===== config.mk =====
export PLATFORM = sky130hd
export DESIGN_NAME = bank_read_ctrl
export DESIGN_NICKNAME = d
export VERILOG_FILES = /design/src/rtl/bank_read_pkg.sv /design/src/rtl/bank_read_fifo.sv /design/src/rtl/bank_read_ctrl.sv
export SDC_FILE = /design/constraint.sdc
export NUM_CORES = 1
export LEC_CHECK = 0
export ABC_CLOCK_PERIOD_IN_PS = 3500
export BUFFER_PORTS_ARGS = -buffer_cell sky130_fd_sc_hd__buf_2
export CAP_MARGIN = 40
export CORE_ASPECT_RATIO = 0.6
export CORE_MARGIN = 1.5
export CORE_UTILIZATION = 40
export CTS_BUF_LIST = sky130_fd_sc_hd__clkbuf_4 sky130_fd_sc_hd__clkbuf_8
export DETAILED_ROUTE_END_ITERATION = 6
export SKIP_CTS_REPAIR_TIMING = 1
export SLEW_MARGIN = 40
export SYNTH_ARGS = -nofsm -noshare
export SYNTH_HDL_FRONTEND = slang
export SYNTH_HIERARCHICAL = 1
export SYNTH_SLANG_ARGS = --single-unit

===== constraint.sdc =====
create_clock -name rdclk -period 3.5 [get_ports rdclk]
set_input_delay 0.525 -clock rdclk [delete_from_list [all_inputs] [get_ports rdclk]]
set_output_delay 0.525 -clock rdclk [all_outputs]
set_load 0.005 [all_outputs]

===== src/rtl/bank_read_pkg.sv =====
// Shared constants and helpers for the bank read controller.
// Optional feature macro: RDCTRL_OOR_EN (out-of-range address reporting).
package bank_read_pkg;

    // Default number of write agents (banks) for the multi-bank RAM.
    localparam int NB_WRAGENT_DFLT = 2;

    // Width of a bank index for a given number of banks (never zero).
    function automatic int sel_width(input int nb);
        return (nb > 1) ? $clog2(nb) : 1;
    endfunction

    // Bank index width for the default configuration.
    localparam int SEL_W = (NB_WRAGENT_DFLT > 1) ? $clog2(NB_WRAGENT_DFLT) : 1;

    // Output buffer depth and the width of its occupancy counter.
    localparam int FIFO_DEPTH = 3;
    localparam int CNT_W      = $clog2(FIFO_DEPTH + 1);

    // Responses already buffered plus the one (at most) still coming back from the banks.
    function automatic logic [CNT_W:0] fill_level(input logic [CNT_W-1:0] count,
                                                  input logic             inflight);
        return {1'b0, count} + {{CNT_W{1'b0}}, inflight};
    endfunction

endpackage


===== src/rtl/bank_read_fifo.sv =====
// 3-entry synchronous FIFO holding read responses until downstream takes them.
// Pointers wrap modulo FIFO_DEPTH; push into a full FIFO is dropped unless a pop
// happens in the same cycle, pop from an empty FIFO is ignored.
module bank_read_fifo
    import bank_read_pkg::*;
#(
    parameter int WIDTH = 64
)(
    input  logic             clk,
    input  logic             rst_n,
    input  logic             push,
    input  logic             pop,
    input  logic [WIDTH-1:0] din,
    output logic [WIDTH-1:0] dout,
    output logic [CNT_W-1:0] count,
    output logic             full,
    output logic             empty
);

    logic [WIDTH-1:0] mem [FIFO_DEPTH];
    logic [CNT_W-1:0] wr_ptr;
    logic [CNT_W-1:0] rd_ptr;
    logic             do_push;
    logic             do_pop;

    function automatic logic [CNT_W-1:0] next_ptr(input logic [CNT_W-1:0] p);
        return (p == CNT_W'(FIFO_DEPTH - 1)) ? '0 : p + 1'b1;
    endfunction

    assign full    = (count == CNT_W'(FIFO_DEPTH));
    assign empty   = (count == '0);
    assign do_pop  = pop & ~empty;
    assign do_push = push & (~full | do_pop);
    assign dout    = mem[rd_ptr];

    // Storage, pointers and occupancy; reset clears the contents so the head reads zero.
    always_ff @(posedge clk or negedge rst_n) begin
        if (!rst_n) begin
            for (int i = 0; i < FIFO_DEPTH; i++) begin
                mem[i] <= '0;
            end
            wr_ptr <= '0;
            rd_ptr <= '0;
            count  <= '0;
        end else begin
            if (do_push) begin
                mem[wr_ptr] <= din;
                wr_ptr      <= next_ptr(wr_ptr);
            end
            if (do_pop) begin
                rd_ptr <= next_ptr(rd_ptr);
            end
            case ({do_push, do_pop})
                2'b10:   count <= count + 1'b1;
                2'b01:   count <= count - 1'b1;
                default: count <= count;
            endcase
        end
    end

endmodule


===== src/rtl/bank_read_ctrl.sv =====
// Read-side controller for the multi-bank RAM.
// A request is broadcast to every bank and to the live-value table; one cycle later
// the LVT index picks the bank holding the live word, which is buffered in a
// 3-entry FIFO. req_ready reserves FIFO space for the read still in flight, so
// backpressure never drops bank data.
// Handshakes: a transfer happens on a cycle where valid & ready are both high;
// valid never waits on ready, and req_ready depends only on registered state.
// Optional feature macro: RDCTRL_OOR_EN adds rsp_err and suppresses bank access
// for addresses >= RAM_DEPTH.
module bank_read_ctrl
    import bank_read_pkg::*;
#(
    parameter  int NB_WRAGENT = NB_WRAGENT_DFLT,
    parameter  int ADDR_WIDTH = 9,
    parameter  int RAM_DEPTH  = 2**ADDR_WIDTH,
    parameter  int DATA_WIDTH = 64,
    localparam int SEL_BITS   = sel_width(NB_WRAGENT)
)(
    input  logic                             rdclk,
    input  logic                             rdrst_n,
    input  logic                             req_valid,
    output logic                             req_ready,
    input  logic [ADDR_WIDTH-1:0]            req_addr,
    output logic                             rsp_valid,
    input  logic                             rsp_ready,
    output logic [DATA_WIDTH-1:0]            rsp_data,
    output logic [NB_WRAGENT-1:0]            bank_rden,
    output logic [ADDR_WIDTH*NB_WRAGENT-1:0] bank_rdaddr,
    input  logic [DATA_WIDTH*NB_WRAGENT-1:0] bank_rddata,
    output logic                             lvt_rden,
    output logic [ADDR_WIDTH-1:0]            lvt_rdaddr,
    input  logic [SEL_BITS-1:0]              lvt_rddata
`ifdef RDCTRL_OOR_EN
    ,
    output logic                             rsp_err
`endif
);

`ifdef RDCTRL_OOR_EN
    localparam int FW = DATA_WIDTH + 1;
`else
    localparam int FW = DATA_WIDTH;
`endif

    logic                  accept;
    logic                  fwd;
    logic                  addr_ok;
    logic                  inflight;
    logic                  inflight_err;
    logic [CNT_W-1:0]      count;
    logic                  fifo_full;
    logic                  fifo_empty;
    logic [DATA_WIDTH-1:0] sel_data;
    logic [FW-1:0]         push_word;
    logic [FW-1:0]         head_word;

`ifdef RDCTRL_OOR_EN
    assign addr_ok = (32'(req_addr) < 32'(RAM_DEPTH));
`else
    assign addr_ok = 1'b1;
`endif

    // Space is reserved for the in-flight read; held low while reset is asserted.
    assign req_ready = rdrst_n & ~fifo_full &
                       (fill_level(count, inflight) < (CNT_W+1)'(FIFO_DEPTH));
    assign accept    = req_valid & req_ready;
    assign fwd       = accept & addr_ok;

    assign bank_rden   = {NB_WRAGENT{fwd}};
    assign lvt_rden    = fwd;
    assign bank_rdaddr = {NB_WRAGENT{req_addr}};
    assign lvt_rdaddr  = req_addr;

    // One read is in flight for exactly the cycle after it is accepted.
    always_ff @(posedge rdclk or negedge rdrst_n) begin
        if (!rdrst_n) begin
            inflight     <= 1'b0;
            inflight_err <= 1'b0;
        end else begin
            inflight     <= accept;
            inflight_err <= accept & ~addr_ok;
        end
    end

    // Pick the bank named by the LVT; an index past the last bank falls back to bank 0.
    always_comb begin
        sel_data = bank_rddata[DATA_WIDTH-1:0];
        for (int i = 0; i < NB_WRAGENT; i++) begin
            if (32'(lvt_rddata) == 32'(i)) begin
                sel_data = bank_rddata[i*DATA_WIDTH +: DATA_WIDTH];
            end
        end
    end

`ifdef RDCTRL_OOR_EN
    assign push_word = {inflight_err, inflight_err ? {DATA_WIDTH{1'b0}} : sel_data};
    assign rsp_err   = head_word[DATA_WIDTH];
`else
    assign push_word = sel_data;
`endif

    assign rsp_valid = ~fifo_empty;
    assign rsp_data  = head_word[DATA_WIDTH-1:0];

    bank_read_fifo #(
        .WIDTH (FW)
    ) u_fifo (
        .clk   (rdclk),
        .rst_n (rdrst_n),
        .push  (inflight),
        .pop   (rsp_ready),
        .din   (push_word),
        .dout  (head_word),
        .count (count),
        .full  (fifo_full),
        .empty (fifo_empty)
    );

endmodule


Word-level counts from Yosys, hierarchy flattened --
Index checks and enable logic that the tools add are counted.
Word-level totals: flip-flop bits (word level) 199, input bits 142, output and inout port bits 96, logic and storage cells 44
Cells by class: add/subtract/negate cells 5, $lt $le $gt $ge 4, equality and inequality tests 5, mux-type cells 10, bitwise operators 10, reduce and logical (&&, ||, !) cells 3
Operators with widths (count):
- two-way mux 64 bit | 4
- bitwise mux 192 bit | 1
- binary-select mux 64 bit (select 2 bit) | 1
- demux 64 bit (select 2 bit) | 1
- == test 2 bit (second input constant) | 4
- adder 2 x 1 -> 2 bit (second input constant) | 3
- greater-or-equal comparator 3 bit (second input constant) | 2
- inverter 2 -> 3 bit | 2
- bitwise AND 1 bit | 5
- two-way mux 2 bit | 2
- case mux 2 bit (2 select lines) | 1
- adder 2 x 1 -> 3 bit | 1
- less-than comparator 3 x 1 -> 1 bit (second input constant) | 1
- less-than comparator 3 x 2 -> 1 bit (second input constant) | 1
- == test 2 x 1 -> 1 bit (second input constant) | 1
- logical NOT 2 bit | 1
- inverter 1 bit | 2
- nonzero test 2 bit | 1
- subtractor 2 x 1 -> 2 bit (second input constant) | 1
- logical AND 1 bit | 1
- OR 1 bit | 1

Longest topological paths before layout --
Gate-level depths: netlist (run 1).
depth in word-level cells 7, depth in mapped cells 6, depth with buffers taken out 4

By module --
Netlist (run 1), hierarchy kept.
Modules (own cells, without submodules):
- bank_read_fifo | instances 1, cells an instance 649, area an instance 9233.9 um2, sequential area each 4954.8 um2
- bank_read_ctrl | instances 1, cells an instance 107, area an instance 1368.8 um2, sequential area each 25.0 um2

Worst setup path after synthesis (run 1) --
No wires, ideal clock.
kind register to output, start point register inflight, end point output bank_rden[0], arrival time 1.493 ns, slack 1.482 ns, cell stages (with the launch flop) 6, buffers on the path 1, path through dfrtp_1 > ha_1 > ha_1 > a211oi_1 > and3_1 > buf_4
On the way: cells in the longest elaborated chain, start to end 4
RTL lines:
- start, declared | RTL line bank_read_ctrl.sv:48 | logic inflight;
- start signal, assigned | RTL line bank_read_ctrl.sv:80 | inflight <= accept;
- adder 2 x 1 -> 3 bit | RTL line bank_read_pkg.sv:23 | return {1'b0, count} + {{CNT_W{1'b0}}, inflight};
- less-than comparator 3 x 2 -> 1 bit | RTL line bank_read_ctrl.sv:65 | (fill_level(count, inflight) < (CNT_W+1)'(FIFO_DEPTH));
- bitwise AND 1 bit | RTL line bank_read_ctrl.sv:64 | assign req_ready = rdrst_n & ~fifo_full &
- bitwise AND 1 bit | RTL line bank_read_ctrl.sv:66 | assign accept = req_valid & req_ready;
- end, declared | RTL line bank_read_ctrl.sv:27 | output logic [NB_WRAGENT-1:0] bank_rden,
Every way passes these cells.

Final worst setup path (run 1) --
start point register u_fifo.rd_ptr[0], end point output rsp_data[0]
On the way: cells in the longest elaborated chain, start to end 4
RTL lines:
- start, declared | RTL line bank_read_fifo.sv:22 | logic [CNT_W-1:0] rd_ptr;
- start signal, assigned | RTL line bank_read_fifo.sv:51 | rd_ptr <= next_ptr(rd_ptr);
- inverter 2 -> 3 bit (not written as such) | RTL line bank_read_fifo.sv:34 | assign dout = mem[rd_ptr];
- binary-select mux 64 bit (select 2 bit) | RTL line bank_read_fifo.sv:34
- two-way mux 64 bit (not written as such) (2 in a row) | RTL line bank_read_fifo.sv:34
- end, declared | RTL line bank_read_ctrl.sv:26 | output logic [DATA_WIDTH-1:0] rsp_data,
Every way passes these cells. The select of a mux whose other input is x is not followed.

==> results.ini, run 1 <==
[run_status]
status = finished clean

[sta]
fin_worst_skew_ps = 13.4
rsz0062_at_grt = false
timing.fmax_ghz = 0.342
tns_ps = 0
slew_violations = 0
hold_violations = 0
tightest_slew_ps = 719
slew_headroom_pct = 52.1
setup-violations-final = 0
fin_crit_ps = 2930
fin_crit_sh_pct = 83.7

[yosys]
synth.net_count = 900
synthCells = 756
synthesis.area_um2 = 10600
synth_warnings = 6
synth_cell_types = 28
ys_seq_area_share_pct = 47.0
avgSynthCellArea_um2 = 14.0
synth_seq_cells = 199

[hold_path]
hold_path.class = primary input to register
min_path_cells = 3
worstHoldEndpoint = u_fifo/count[1]
hold_start = rsp_ready

[final_layout]
area_growth_pct = 13.4
diodes = 0
seqCellArea_um2 = 4980
final_common_cell = buf_2
fin_nets = 1056
layout-drive-gt1-share_pct = 55.4
finalNonFillerCells = 1277
multi_input_area_um2 = 4940
final_core_util_pct = 46.8
most-common-layout-cells = buf_2 (199), dfrtp_1 (197), mux2_4 (169)
nFillCells = 2351

[setup_path]
crit_chain = nor2b_4 -> buf_4 -> nand2_1 -> o21ai_0 -> buf_2
rrSetupSlack_ps = 1330
crit_slowest_cell = dfrtp_2
crit_path_end_kind = primary output
crit_family = flip-flops
critPathBufInv = 2
critPathRequiredTime_ps = 2970
worstReg2RegStart = u_fifo/count[1]
r2r_cells = 4
start_kind = register
cp_slowest_stage_delay_ps = 740
arrival_ps = 2400
critPathMaxFanout = 41
r2r-end = u_fifo/mem[21]
crit_type = register to primary output

[detailed_routing]
via_count = 6194
drcViolationCount = 0
first_iter_violations = 276
postRouteAntennaNets = 0
dr.pass1.iters = 4
wirelength_mm = 23.2
via_per_inst = 4.85
wl_per_cell_um = 18.2

[placement]
gp_congestion = 0.718
portBuffers = 201
placed_cells = 1244
dp.final_hpwl_mm = 15.1

[global_route]
first_global_vias = 6548
grt_usage_pct = 17.9
grt_max_degree = 98
antenna_found_initial = 1
grt.overflow.total = 0
grt_first_pass_wirelength_mm = 37.3

[clock_tree]
cts_buffers = 17
cts_buffer_depth = 2
htree_levels = 4
cts.sinks = 199
cts.clk_slew.worst_paths_ps = 100
root_buffer = clkbuf_8
clk_latency_ps = 490
cts_tree = yes

[floorplan]
start_util_pct = 41.3
core_um2 = 25700
die_h_um = 129
die_area_um2 = 27500
rows = 45
io_pins = 238
die_w_um = 213

[power_and_ir_drop]
p_leak_nw = 5.67
p_per_area_nw_per_um2 = 846
vdd_ir_drop_max_v = 0.000345

[flow_run]
drv.max_cap_violation_count = 0

[cell usage after synthesis]
library cell  number  area share (%)
a211oi_1           1           0.071
a21bo_2            1           0.094
a21o_1             2            0.14
a21oi_1            2           0.094
and2_1             2            0.12
and3_1             1           0.059
and4b_1            2            0.19
buf_12            12             2.3
buf_2             15            0.71
buf_4             34             2.4
buf_6              8            0.85
clkbuf_1          10            0.35
dfrtp_1          199              47
ha_1               2            0.24
inv_1              2           0.071
mux2_2            88             9.3
mux2_4           169              24
mux2i_1           64             6.0
nand2_1           66             2.3
nand2b_1           2            0.12
nand3_1            1           0.047
nand3b_2           1            0.11
nor2_1             2           0.071
nor2b_1            1           0.059
nor3_1             1           0.047
o211ai_1           1           0.071
o21ai_0           66             3.1
xor2_1             1           0.083
[report_power, final]
part / total [mW] / internal (mW) / switching [mW] / leakage (nW)
Clock: 1.65 / 0.814 / 0.833 / 0.224
Combinational: 4.30 / 2.54 / 1.76 / 3.05
Sequential: 4.22 / 3.44 / 0.782 / 2.40
Total: 10.2 / 6.79 / 3.38 / 5.67
[metal layers]
| layer | track usage [%] | vias to the layer above | part of all wire, % |
|---|---|---|---|
| met4 | 4.10 | 2 | 0.82 |
| met2 | 26.3 | 136 | 42 |
| met1 | 26.2 | 3086 | 52 |
| met3 | 4.68 | 16 | 4.4 |
| met5 | 0 | - | 0.047 |
| li1 | - | 2954 | - |
[registers in the layout, summed over array words and instances, names as in the netlist]
register / count
u_fifo/count: 2
u_fifo/mem: 192
u_fifo/wr_ptr: 2
u_fifo/rd_ptr: 2
inflight: 1
[cells by family after synthesis]
| family | after synthesis | share of synthesized area, % |
|---|---|---|
| DFF | 199 | 47.0 |
| xor gates and xnor gates | 1 | 0.0826 |
| and+or+nand+nor | 79 | 3.15 |
| muxes | 321 | 39.3 |
| AOI/OAI and AO/OA | 73 | 3.59 |
| buffers and inverters | 81 | 6.66 |
| adders and majority gates | 2 | 0.236 |
[metrics by stage]
step / hold WS, ps / instance area (um2) / total power [mW] / setup slack (ps)
after floorplan: 229 / 10600 / 7.11 / 1480
after global placement: 485 / 11600 / 8.53 / 1080
after detailed placement: 486 / 11600 / 8.61 / 1070
after CTS: -94.3 / 12000 / 10.3 / 490
after global routing: 351 / 12000 / 11.0 / 361
final: 383 / 12000 / 10.2 / 572
[worst reg2reg max path, delay by kind of cell, from the launching register on]
family	cells	cell delay, ps
muxes	1	340
buffers and inverters	1	400
DFF	1	480
and+or+nand+nor	2	840
[area by class of cell]
class	count	area share (%)
timing repair buffer	216	10.1
tap	352	3.66
clock inverter	12	1.45
clock buffer	20	2.18
inverter	2	0.0624
multi-input combinational	476	41.1
sequential	199	41.5
[worst max path at each step]
stage                           startpoint           end  slack (ps)  cells past startpoint
after floorplan                   inflight  bank_rden[0]        1480                      5
after global placement    u_fifo/rd_ptr[0]  rsp_data[16]        1080                      5
after detailed placement  u_fifo/rd_ptr[0]   rsp_data[0]        1070                      5
after CTS                 u_fifo/rd_ptr[0]   rsp_data[0]         490                      5
after global routing      u_fifo/rd_ptr[0]  rsp_data[62]         360                      5
final                     u_fifo/rd_ptr[0]   rsp_data[0]         570                      5
No activity file was read; power rests on OpenSTA's default activity.
==> run 2, diff against run 1 <==
--- a/config.mk
+++ b/config.mk
@@ -5,7 +5,7 @@
 export SDC_FILE = /design/constraint.sdc
 export NUM_CORES = 1
 export LEC_CHECK = 0
-export ABC_CLOCK_PERIOD_IN_PS = 3500
+export ABC_CLOCK_PERIOD_IN_PS = 3000
 export BUFFER_PORTS_ARGS = -buffer_cell sky130_fd_sc_hd__buf_2
 export CAP_MARGIN = 40
 export CORE_ASPECT_RATIO = 0.6
==> constraint.sdc (replaced) <==
create_clock -name rdclk -period 3 [get_ports rdclk]
set_input_delay 0.45 -clock rdclk [delete_from_list [all_inputs] [get_ports rdclk]]
set_output_delay 0.45 -clock rdclk [all_outputs]
set_load 0.005 [all_outputs]
==> run 2 against run 1 <==
Net effect: clock-buffer cell count unchanged; via count up 1.0%; register-to-register slack lost 430 ps; worst setup slack got worse by 240 ps; cell count is 0.23% higher; total power up 16%; combinational power increased by 21%; clock skew fell by 4.4 ps; clock power is 10% higher.
==> results.ini, run 2 (synthesis results as in run 1) <==
[placement]
pre_cts_slack_ps = 776
gp_congestion = 0.691
dp.final_hpwl_mm = 15.1
portBuffers = 201
placed_cells = 1247
placed_area_um2 = 11600

[global_route]
grt.overflow.total = 0
grt_usage_pct = 17.6
grt_max_degree = 114
grt_first_pass_wirelength_mm = 36.6
first_global_vias = 6350
antenna_found_initial = 1

[clock_tree]
cts_buffer_depth = 2
cts.sinks = 199
cts_tree = yes
clk_latency_ps = 490
cts.clk_slew.worst_paths_ps = 100
htree_levels = 4
cts_buffers = 17
root_buffer = clkbuf_8

[sta]
fin_worst_skew_ps = 8.97
fin_crit_ps = 2670
slew_violations = 0
fin_hold_ws_ps = 318
slew_headroom_pct = 47.6
timing.fmax_ghz = 0.374
rsz0062_at_grt = false
fin_crit_sh_pct = 89.1
tightest_slew_ps = 786
worst_slack_ps = 328
hold_violations = 0
setup-violations-final = 0
tns_ps = 0

[power_and_ir_drop]
p_switching_mw = 4.00
p_per_area_nw_per_um2 = 981
p_int_mw = 7.80
p_leak_nw = 5.67
p_comb_share_pct = 44.0
p_clk_share_pct = 15.4
seq_power_share_pct = 40.6
power.total_mw = 11.8
vdd_ir_drop_max_v = 0.000480
switching_share_pct = 33.9

[final_layout]
diodes = 0
area_growth_pct = 13.4
regMostFlops = u_fifo/mem
layout-drive-gt1-share_pct = 55.5
fin_area_um2 = 12000
finalNonFillerCells = 1280
largest_reg_flops = 192
final_core_util_pct = 46.8
final_common_cell = buf_2
most-common-layout-cells = buf_2 (199), dfrtp_1 (197), mux2_4 (169)
fin_nets = 1059

[setup_path]
arrival_ps = 2220
cp_slowest_stage_delay_ps = 650
start_kind = register
crit_path_end_kind = primary output
r2r_cells = 4
rrSetupSlack_ps = 900
r2r-end = u_fifo/mem[79]
crit_type = register to primary output
critPathBufInv = 2
path_depth = 5
critPathMaxFanout = 34
crit_slowest_cell = dfrtp_4
crit_chain = nor2b_4 -> buf_4 -> nand2_1 -> o21ai_0 -> buf_2
crit_start = u_fifo/rd_ptr[1]
crit_family = flip-flops
critPathRequiredTime_ps = 2550
cp-endpoint = rsp_data[25]
worstReg2RegStart = u_fifo/count[1]

[hold_path]
hold_start = rsp_ready
hold_path.class = primary input to register

[floorplan]
io_pins = 238
core_um2 = 25700
rows = 45
die_area_um2 = 27500
die_h_um = 129
die_w_um = 213
start_util_pct = 41.3

[detailed_routing]
wl_per_cell_um = 18.2
drcViolationCount = 0
via_count = 6256
postRouteAntennaNets = 0
first_iter_violations = 303
dr.pass1.iters = 4
wirelength_mm = 23.2
via_per_inst = 4.89

[flow_run]
drv.max_cap_violation_count = 0

[run_status]
status = finished clean

## run 2: worst min path at each step
stage / to / slack [ps] / cells past startpoint
6_report: u_fifo/count[1] / 320 / 3
5_1_grt: inflight / 290 / 2
4_1_cts: u_fifo/mem[34] / -110 / 1
3_5_place_dp: u_fifo/mem[29] / 450 / 1
3_3_place_gp: u_fifo/mem[29] / 440 / 1
2_1_floorplan: inflight / 150 / 0
## run 2: metal layers
layer / GRT usage, % / vias up / part of all wire (%)
li1: - / 2948 / -
met5: 0 / - / 0
met2: 26.1 / 157 / 43
met1: 25.8 / 3133 / 51
met4: 5.59 / 0 / 1.1
met3: 3.44 / 18 / 4.6
## run 2: worst reg2reg max path, stage by stage, from the launching register on
cell,delay (ps)
dfrtp_1,480
nand3b_2,170
and4b_4,710
buf_12,300
mux2_4,330
## run 2: area by class of cell
class                   count  area [um2]
inverters                   2        7.51
well taps                 352         440
clock inverters            12         144
flip-flops and latches    199        4980
multi-input cells         476        4940
fillers                  2348       13600
clock buffers              20         275
repair buffers            219        1230
## run 2: power groups by stage
stage | Combinational, mW | Clock (mW) | Sequential, mW
3_5_place_dp | 5.29 | 0 | 4.82
2_1_floorplan | 3.74 | 0 | 4.55
3_3_place_gp | 5.18 | 0 | 4.81
4_1_cts | 5.28 | 1.88 | 4.79
5_1_grt | 5.71 | 2.00 | 4.98
6_report | 5.19 | 1.82 | 4.79
==> run 3, diff against run 2 <==
--- a/config.mk
+++ b/config.mk
@@ -8,11 +8,14 @@
 export ABC_CLOCK_PERIOD_IN_PS = 3000
 export BUFFER_PORTS_ARGS = -buffer_cell sky130_fd_sc_hd__buf_2
 export CAP_MARGIN = 40
+export CELL_PAD_IN_SITES_DETAIL_PLACEMENT = 2
+export CELL_PAD_IN_SITES_GLOBAL_PLACEMENT = 2
 export CORE_ASPECT_RATIO = 0.6
 export CORE_MARGIN = 1.5
-export CORE_UTILIZATION = 40
+export CORE_UTILIZATION = 38
 export CTS_BUF_LIST = sky130_fd_sc_hd__clkbuf_4 sky130_fd_sc_hd__clkbuf_8
 export DETAILED_ROUTE_END_ITERATION = 6
+export PLACE_DENSITY_LB_ADDON = 0.1
 export SKIP_CTS_REPAIR_TIMING = 1
 export SLEW_MARGIN = 40
 export SYNTH_ARGS = -nofsm -noshare
==> run 3 against run 2 <==
Net effect: clock power barely moved; cell count rose by 1.1%; core utilization fell by 3.0 points; routed wire length rose by 19%; register-to-register slack barely moved; first-iteration DRC count fell by 24%; clock-buffer cell count rose by 2; combinational power rose by 3%; global-route usage rose by 2.2 points; die area rose by 5.2%; largest cell class unchanged.
==> results.ini, run 3 (synthesis results as in run 1) <==
[placement]
pre_cts_slack_ps = 692
dp.final_hpwl_mm = 18.5
gp_congestion = 0.740
portBuffers = 201
placed_area_um2 = 11600

[sta]
worst_slack_ps = 216
tns_ps = 0
fin_crit_ps = 2780
timing.fmax_ghz = 0.359
slew_headroom_pct = 46.3
hold_violations = 0
setup-violations-final = 0
tightest_slew_ps = 806
rsz0062_at_grt = false
slew_violations = 0
fin_crit_sh_pct = 92.8
fin_worst_skew_ps = 5.27

[final_layout]
most-common-layout-cells = buf_2 (199), dfrtp_1 (197), mux2_4 (169)
largest_reg_flops = 192
final_common_cell = buf_2
fin_area_um2 = 12100
layout-drive-gt1-share_pct = 55.4
fin_nets = 1058
diodes = 0
regMostFlops = u_fifo/mem
area_growth_pct = 13.7

[clock_tree]
cts_buffer_depth = 2
cts.sinks = 199
clk_latency_ps = 480
cts_buffers = 17
root_buffer = clkbuf_8
cts_tree = yes
cts.clk_slew.worst_paths_ps = 90
htree_levels = 4

[floorplan]
io_pins = 238
start_util_pct = 38.5
core_um2 = 27500
die_area_um2 = 28900
die_w_um = 219
rows = 47
die_h_um = 132

[power_and_ir_drop]
vdd_ir_drop_max_v = 0.000358
p_per_area_nw_per_um2 = 1000
p_leak_nw = 5.68
power.total_mw = 12.1

[setup_path]
start_kind = register
crit_chain = buf_12 -> mux2i_1 -> o21ai_0 -> buf_2
critPathMaxFanout = 43
path_depth = 4
critPathRequiredTime_ps = 2550
arrival_ps = 2330
crit_type = register to primary output
crit_slowest_cell = dfrtp_4
crit_family = flip-flops
crit_path_end_kind = primary output
critPathBufInv = 2
r2r_cells = 4
cp_slowest_stage_delay_ps = 770

[detailed_routing]
via_per_inst = 5.04
first_iter_violations = 230
postRouteAntennaNets = 0
via_count = 6526
wl_per_cell_um = 21.4
wirelength_mm = 27.7
dr.pass1.iters = 4
drcViolationCount = 0

[flow_run]
drv.max_cap_violation_count = 0

[hold_path]
hold_path.class = primary input to register
min_path_cells = 2

[global_route]
first_global_vias = 7704
grt.overflow.total = 0
antenna_found_initial = 0
grt_max_degree = 157
grt_first_pass_wirelength_mm = 43.9
grt_usage_pct = 19.8

[run_status]
status = finished clean

-- run 3: changes by cell type in the layout (fill, tap and decap cells not counted), moves of 2 or more --
cell      change
clkinv_4      -5
buf_4         -3
clkbuf_8      -2
clkinv_2      +5
clkbuf_4      +4
-- run 3: worst paths after layout --
| kind | startpoint | endpoint | slack [ps] |
|---|---|---|---|
| setup / recovery | u_fifo/rd_ptr[1] | rsp_data[1] | 220 |
| hold / removal | req_valid | inflight | 310 |
| setup reg to reg | u_fifo/count[1] | u_fifo/mem[24] | 890 |
| hold reg to reg | u_fifo/mem[173] | u_fifo/mem[173] | 510 |
| max in group asynchronous | rdrst_n | u_fifo/mem[109] | 1320 |
| min in group asynchronous | rdrst_n | u_fifo/mem[106] | 460 |
-- run 3: metal layers --
metal  track usage [%]  vias up  share of wire (%)
met5                 0        -                  0
met4              5.40        0                1.1
met2              32.7      137                 49
met3              4.43       19                4.4
met1              26.2     3438                 45
li1                  -     2932                  -
-- run 3: final cells by class --
cell class              instances  area (um2)
repair buffers                218        1250
inverters                       2        7.51
fillers                      2757       15500
multi-input cells             476        4940
flip-flops and latches        199        4980
well taps                     367         459
clock buffers                  22         278
clock inverters                10         128
-- run 3: power breakdown --
| group | total [mW] | switching [mW] | internal (mW) |
|---|---|---|---|
| registers | 4.91 | 0.892 | 4.02 |
| clock network | 1.82 | 0.945 | 0.875 |
| logic | 5.33 | 2.35 | 2.97 |
-- run 3: through the flow --
| stage | instances | util, % | hold slack, ps |
|---|---|---|---|
| 6_report | 1294 | 43.8 | 314 |
| 5_1_grt | 1294 | 43.8 | 273 |
| 4_1_cts | 1292 | 43.7 | -132 |
| 3_5_place_dp | 1260 | 42.2 | 425 |
| 3_3_place_gp | 1260 | 42.2 | 418 |
| 2_1_floorplan | 756 | - | 154 |
-- run 3: worst register-to-register path, delay by kind of cell, from the launching register on --
kind	cells	cell delay, ps
muxes	1	350
DFF	1	490
buffers and inverters	1	430
and+or+nand+nor	2	730
